==> config.mk <==
export PLATFORM = sky130hd
export DESIGN_NAME = seq_divider
export DESIGN_NICKNAME = d
export VERILOG_FILES = /design/src/rtl/seq_divider.sv
export SDC_FILE = /design/constraint.sdc
export NUM_CORES = 1
export LEC_CHECK = 0
export CORE_MARGIN = 2
export CORE_UTILIZATION = 55
export CTS_BUF_LIST = sky130_fd_sc_hd__clkbuf_2 sky130_fd_sc_hd__clkbuf_4 sky130_fd_sc_hd__clkbuf_8
export DETAILED_ROUTE_END_ITERATION = 7
export PLACE_DENSITY_LB_ADDON = 0.25
export SLEW_MARGIN = 5
export SYNTH_ARGS = -nofsm -noshare
export SYNTH_HDL_FRONTEND = slang
export SYNTH_SLANG_ARGS = --single-unit
==> constraint.sdc <==
create_clock -name clk -period 5.6 [get_ports clk]
set_input_delay 1.68 -clock clk [delete_from_list [all_inputs] [get_ports clk]]
set_output_delay 1.68 -clock clk [all_outputs]
set_load 0.005 [all_outputs]
==> src/rtl/seq_divider.sv <==
// Multi-cycle restoring divider for MIPS DIV/DIVU.
// One quotient bit per cycle; remainder to HI, quotient to LO.
module seq_divider #(
   parameter int WIDTH = 32
) (
   input  logic             clk,
   input  logic             rst,
   input  logic             start,
   input  logic             is_signed,
   input  logic [WIDTH-1:0] dividend,
   input  logic [WIDTH-1:0] divisor,
   output logic             busy,
   output logic             done,
   output logic [WIDTH-1:0] quotient,
   output logic [WIDTH-1:0] remainder,
   output logic             div_by_zero
);

   localparam int CW = $clog2(WIDTH + 1);

   typedef enum logic [1:0] {
      S_IDLE,
      S_CALC,
      S_FIX,
      S_DONE
   } state_t;

   state_t           state_q, state_d;
   logic [CW-1:0]    cnt_q, cnt_d;
   logic [WIDTH-1:0] prem_q, prem_d;
   logic [WIDTH-1:0] quo_q, quo_d;
   logic [WIDTH-1:0] dvs_q, dvs_d;
   logic             qneg_q, qneg_d;
   logic             rneg_q, rneg_d;
   logic             dz_q, dz_d;
   logic [WIDTH-1:0] quot_q, quot_d;
   logic [WIDTH-1:0] rem_q, rem_d;
   logic             dbz_q, dbz_d;

   logic [WIDTH-1:0] dvd_abs;
   logic [WIDTH-1:0] dvs_abs;
   // One extra bit keeps the shifted remainder exact for large unsigned divisors
   logic [WIDTH:0]   rem_tmp;
   logic [WIDTH:0]   diff;

   // State and datapath registers; reset clears everything
   always_ff @(posedge clk) begin
      if (rst) begin
         state_q <= S_IDLE;
         cnt_q   <= '0;
         prem_q  <= '0;
         quo_q   <= '0;
         dvs_q   <= '0;
         qneg_q  <= 1'b0;
         rneg_q  <= 1'b0;
         dz_q    <= 1'b0;
         quot_q  <= '0;
         rem_q   <= '0;
         dbz_q   <= 1'b0;
      end else begin
         state_q <= state_d;
         cnt_q   <= cnt_d;
         prem_q  <= prem_d;
         quo_q   <= quo_d;
         dvs_q   <= dvs_d;
         qneg_q  <= qneg_d;
         rneg_q  <= rneg_d;
         dz_q    <= dz_d;
         quot_q  <= quot_d;
         rem_q   <= rem_d;
         dbz_q   <= dbz_d;
      end
   end

   // Next-state logic: operand capture, shift/subtract step, sign fix-up
   always_comb begin
      state_d = state_q;
      cnt_d   = cnt_q;
      prem_d  = prem_q;
      quo_d   = quo_q;
      dvs_d   = dvs_q;
      qneg_d  = qneg_q;
      rneg_d  = rneg_q;
      dz_d    = dz_q;
      quot_d  = quot_q;
      rem_d   = rem_q;
      dbz_d   = dbz_q;

      dvd_abs = (is_signed && dividend[WIDTH-1]) ? -dividend : dividend;
      dvs_abs = (is_signed && divisor[WIDTH-1]) ? -divisor : divisor;
      rem_tmp = {prem_q, quo_q[WIDTH-1]};
      diff    = rem_tmp - {1'b0, dvs_q};

      unique case (state_q)
         S_IDLE: begin
            if (start) begin
               if (divisor == '0) begin
                  dz_d    = 1'b1;
                  quo_d   = dividend;
                  state_d = S_FIX;
               end else begin
                  dz_d    = 1'b0;
                  quo_d   = dvd_abs;
                  dvs_d   = dvs_abs;
                  prem_d  = '0;
                  cnt_d   = CW'(WIDTH);
                  qneg_d  = is_signed & (dividend[WIDTH-1] ^ divisor[WIDTH-1]);
                  rneg_d  = is_signed & dividend[WIDTH-1];
                  state_d = S_CALC;
               end
            end
         end
         S_CALC: begin
            if (!diff[WIDTH]) begin
               prem_d = diff[WIDTH-1:0];
               quo_d  = {quo_q[WIDTH-2:0], 1'b1};
            end else begin
               prem_d = rem_tmp[WIDTH-1:0];
               quo_d  = {quo_q[WIDTH-2:0], 1'b0};
            end
            cnt_d = cnt_q - CW'(1);
            if (cnt_q == CW'(1)) begin
               state_d = S_FIX;
            end
         end
         S_FIX: begin
            if (dz_q) begin
               quot_d = '1;
               rem_d  = quo_q;
               dbz_d  = 1'b1;
            end else begin
               quot_d = qneg_q ? -quo_q : quo_q;
               rem_d  = rneg_q ? -prem_q : prem_q;
               dbz_d  = 1'b0;
            end
            state_d = S_DONE;
         end
         S_DONE: begin
            state_d = S_IDLE;
         end
         default: begin
            state_d = S_IDLE;
         end
      endcase
   end

   assign busy        = (state_q != S_IDLE);
   assign done        = (state_q == S_DONE);
   assign quotient    = quot_q;
   assign remainder   = rem_q;
   assign div_by_zero = dbz_q;

endmodule
# After elaboration in Yosys (flattened, before gate mapping)
# Cells that the tools add are included.
dict set report totals {
  inputBits 68
  latchBits 0
  rom_bits 0
  elab_cells 62
  regBits 172
  out_inout_bits 67
  mem_count 0
  ramBits 0
}
dict set report classes {
  eq_ne 7
  n_mul 0
  shifts 0
  reduce_logical 11
  n_addsub 6
  div 0
  mux 23
  n_bitwise 4
  n_lt_le_gt_ge 0
}
# cell count
set op_table {}
lappend op_table {{32-bit two-way mux} 11}
lappend op_table {{32-bit negation} 4}
lappend op_table {{32-bit case mux with 2 select lines} 2}
lappend op_table {{33-bit by 32-bit subtractor with 33-bit output} 1}
lappend op_table {{32-bit logical NOT} 1}
lappend op_table {{6-bit two-way mux} 2}
lappend op_table {{6-bit case mux with 2 select lines} 1}
lappend op_table {{2-bit case mux with 4 select lines} 1}
lappend op_table {{6-bit by 1-bit == test with 1-bit output, second input constant} 1}
lappend op_table {{2-bit two-way mux} 3}
lappend op_table {{2-bit inequality test, second input constant} 3}
lappend op_table {{2-bit AND reduction} 3}
lappend op_table {{3-bit AND reduction} 2}
lappend op_table {{6-bit by 1-bit subtractor with 6-bit output, second input constant} 1}
lappend op_table {{2-bit == test, second input constant} 2}
lappend op_table {{2-bit nonzero test} 2}
lappend op_table {{1-bit two-way mux} 3}
lappend op_table {{1-bit bitwise AND} 2}
lappend op_table {{2-bit by 1-bit == test with 1-bit output, second input constant} 1}
lappend op_table {{1-bit logical AND} 2}
lappend op_table {{2-bit logical NOT} 1}
lappend op_table {{1-bit inverter} 1}
lappend op_table {{1-bit bitwise XOR} 1}

# Longest topological paths before layout
dict set report depth {
  ltp_word 5
  mapped_depth 13
  ltp_nobuf 12
}

# Worst setup path before layout
# Ideal clock, no wire load.
dict set report synth_path {
  path_type {input to register}
  start {input divisor[23]}
  end {register prem_q[10]}
  setup_slack_ps 1555
  path_stages 11
  required_ps 5480
  arrival_ps 3925
  path_buffers 2
  setup_time_ps 120
  cell_sequence {or4_1 -> or4_1 -> or2_1 -> nor3_2 -> o21ai_1 -> nand2_1 -> nor2_1 -> clkbuf_1 -> buf_2 -> nand3_1 -> nand3_1}
}
dict set report synth_via {
  elab_chain_cells 3
}
# item line_no
set synth_lines {}
lappend synth_lines {{start: declaration} 11} ;# input logic [WIDTH-1:0] divisor,
lappend synth_lines {{32-bit logical NOT} 97} ;# if (divisor == '0) begin
lappend synth_lines {{2-bit inequality test (no line)} -}
lappend synth_lines {{3-bit AND reduction (no line)} -}
lappend synth_lines {{end signal: assignment} 63} ;# prem_q <= prem_d;
lappend synth_lines {{end: declaration} 30} ;# logic [WIDTH-1:0] prem_q, prem_d;
# No other way between the ends.
# A chain may end at the register's enable or synchronous reset.

# Final worst setup path
dict set report layout_path {
  start {input divisor[8]}
  end {register prem_q[26]}
}
# Same word-level chain as after synthesis.

==> metrics.yaml <==
drt:
  vias: 10997
  routedWlPerCell_um: 17.1
  drtIter0Drc: 878
  drc: 0
  ant_nets: 0
  postRouteWirelength_um: 31600
  dr.pass1.iters: 6
  routed_via_density: 5.97
clock_tree:
  clock-root-buffer: "clkbuf_8"
  cts_resized: 0
  ctsHoldBuffers: 0
  htreeDepth: 4
  clock-sinks: 172
  cts_buffers: 17
  clock_latency_ns: 0.47
  cts_tree: "yes"
  clkTransAtPathRegs_ns: 0.09
  clock_path_buffers: 2
  post_cts_buffers: 0
global_routing:
  grt_pass1_wl_um: 51300
  grt_antenna_before_repair: 0
  grt_max_degree: 75
  grt_pass1_vias: 10207
  overflow: 0
  track_usage_pct: 29.2
floorplan:
  io_pins: 135
  core_um2: 20100
  die_area_um2: 21500
  die_y_um: 147
  dieWidth_um: 147
  fp-row-count: 52
  start_util_pct: 55.7
final_layout:
  diodes: 0
  fin_nets: 1671
  final_layout_size_suffix_gt1_share_pct: 3.94
  fill_cells: 1800
  post-route-util_pct: 64.8
  areaGrowthSynthToFinish_pct: 16.3
  stdcell_area_um2: 13000
synthesis:
  synth_edf_count: 0
  async_flop_share_pct: 0
  syn-instance-count: 1489
  ys_seq_area_share_pct: 30.7
  synth_ff_type: "dfxtp_1"
  netlist_area_um2: 11200
  ys_ff_latch: 172
  syn-mean-instance-area_um2: 7.52
  synth_cell_type_count: 59
  syn_nets: 1600
  yosys_warnings: 0
outcome:
  status: "completed"
place:
  gp_congestion: 0.987
  hpwl_um: 23700
  port_buffers: 134
  post_dp_cell_area_um2: 12600
setup_path:
  worstSetupStartpointType: "primary input"
  crit_required_ns: 5.99
  critPathCapture: "prem_q[26]"
  r2r_end: "prem_q[17]"
  crit_type: "primary input to register"
  critical_path.startpoint: "divisor[8]"
  cp-end-kind: "register"
  cp_max_fo: 21
  rr_startpoint: "quo_q[31]"
  critical_path_arrival_ns: 5.03
  reg2reg_slack_ns: 1.60
  reg2reg_depth: 13
worst_hold_path:
  worstHoldPathType: "register to register"
run:
  max_cap_viol_count: 0
timing:
  fmax_ghz: 0.215
  drv_slew: 0
  setup_viol: 0
  min_period_ns: 4.64
  finClkSkew_ns: 0.0152
  slew-limit-headroom_pct: 17.2
  timing.final.crit_share_pct: 82.9
  setup_tns_ns: 0
  final_hold_viol_count: 0
  rsz0062_at_grt: "no"
  worstMarginPinSlew_ns: 1.24
pwr:
  power.density_nw_per_um2: 383
  p_leak_nw: 4.91
  irDropWorstVdd_mv: 0.189
flip-flops by register name (all words and copies together) (netlist names), 2 cells and up:
register / flops
cnt_q: 6
dvs_q: 32
prem_q: 32
quo_q: 32
quotient: 32
remainder: 32
state_q: 2
power by group:
group	leakage (nW)	switching (W)	internal, W
Combinational	3.30	0.00130	0.000983
Sequential	1.40	0.000321	0.00150
Clock	0.200	0.000484	0.000404
through the flow:
step	total power [W]	std cells	worst slack [ns]	hold WS, ns
floorplan	0.00337	1489	1.55	0.432
global route	0.00532	1842	0.708	0.494
global placement	0.00403	1811	0.593	0.443
detailed placement	0.00409	1811	0.547	0.454
CTS	0.00497	1842	1.05	0.466
finish	0.00499	1842	0.956	0.467
cell type report:
class	instances	area [um^2]	share of cell area (%)
Inverter	58	218	1.67
Tap cell	270	338	2.59
Sequential cell	172	3440	26.4
Clock buffer	17	234	1.80
Timing Repair Buffer	147	1440	11.0
Multi-Input combinational cell	1164	7200	55.3
Clock inverter	14	159	1.22
cell families (layout without fill, tap and decap cells):
family | count (synthesis) | count (layout) | synth area share (%)
compound gates | 402 | 402 | 22.4
fa+ha+maj | 43 | 43 | 4.87
buf+inv | 153 | 236 | 5.23
simple gates | 541 | 541 | 22.5
xor+xnor | 151 | 151 | 11.8
flops | 172 | 172 | 30.7
mux | 27 | 27 | 2.41
worst max-delay path: stages:
cell and delay [ns]:
clkdlybuf4s50_1 0.45, or4_1 0.60, nor4_1 0.36, nand4_1 0.39, o31a_2 0.43, nor3_4 0.53
buf_4 0.36, a32oi_1 0.09, o21ai_0 0.13
worst min path at each step:
stage | slack (ns) | startpoint | cells after the start | to
6_report | 0.47 | dvs_q[31] | 2 | dvs_q[31]
5_1_grt | 0.49 | dvs_q[31] | 2 | dvs_q[31]
4_1_cts | 0.47 | dvs_q[31] | 2 | dvs_q[31]
3_5_place_dp | 0.45 | dvs_q[31] | 2 | dvs_q[31]
3_3_place_gp | 0.44 | dvs_q[31] | 2 | dvs_q[31]
2_1_floorplan | 0.43 | dvs_q[31] | 2 | dvs_q[31]
routing by layer:
metal	vias up	global-route usage [%]	share of wire, %
met5	-	0	0
met4	0	13.1	4.0
met3	60	4.35	6.1
met2	403	48.4	47
met1	5099	37.7	43
li1	5435	-	-
synth_stat cells, types with 3 or more instances:
cell       instances  area, um^2
o21ai_0          118         591
xor2_1            88         771
nand2b_1          23         144
buf_1              4        15.0
buf_2              9        45.0
nand2_1          187         702
or3_1             11        68.8
nor4_1            12        75.1
a21o_1            11        82.6
ha_1              42         526
inv_1             58         218
dfxtp_1          172        3440
nor3_1            20         100
a31oi_1            8        50.1
nor3b_1            3        22.5
o31ai_1           30         225
mux2i_1           27         270
a211oi_1          42         315
a32oi_1            9        78.8
clkbuf_1          82         308
a2111oi_0          3        26.3
nand3_1           75         375
or2_2              4        25.0
and3_1             3        18.8
o2111ai_1          4        35.0
or4_1             16         120
o21ai_1            5        25.0
o41ai_1           18         158
nand3b_1          10        75.1
o22ai_1           38         238
or2_1              4        25.0
o21a_1             6        45.0
nor2_1           142         533
xnor2_1           63         552
a21oi_1           86         430
nand4_1            7        43.8
o21bai_1           3        22.5
nor2b_1           10        62.6
o211ai_1           7        52.6
cells in the final DEF, fill, tap and decap left out, drive strengths merged, types with 11 or more instances in the layout:
cell type / count
a211oi: 42
a21o: 11
a21oi: 86
buf: 14
clkbuf: 17
clkdlybuf4s50: 133
dfxtp: 172
ha: 42
inv: 64
mux2i: 27
nand2: 187
nand2b: 23
nand3: 75
nor2: 142
nor3: 22
nor4: 14
o21ai: 123
o22ai: 38
o31ai: 30
o41ai: 20
or3: 11
or4: 16
xnor2: 63
xor2: 88
(Power assumes the default switching activity.)
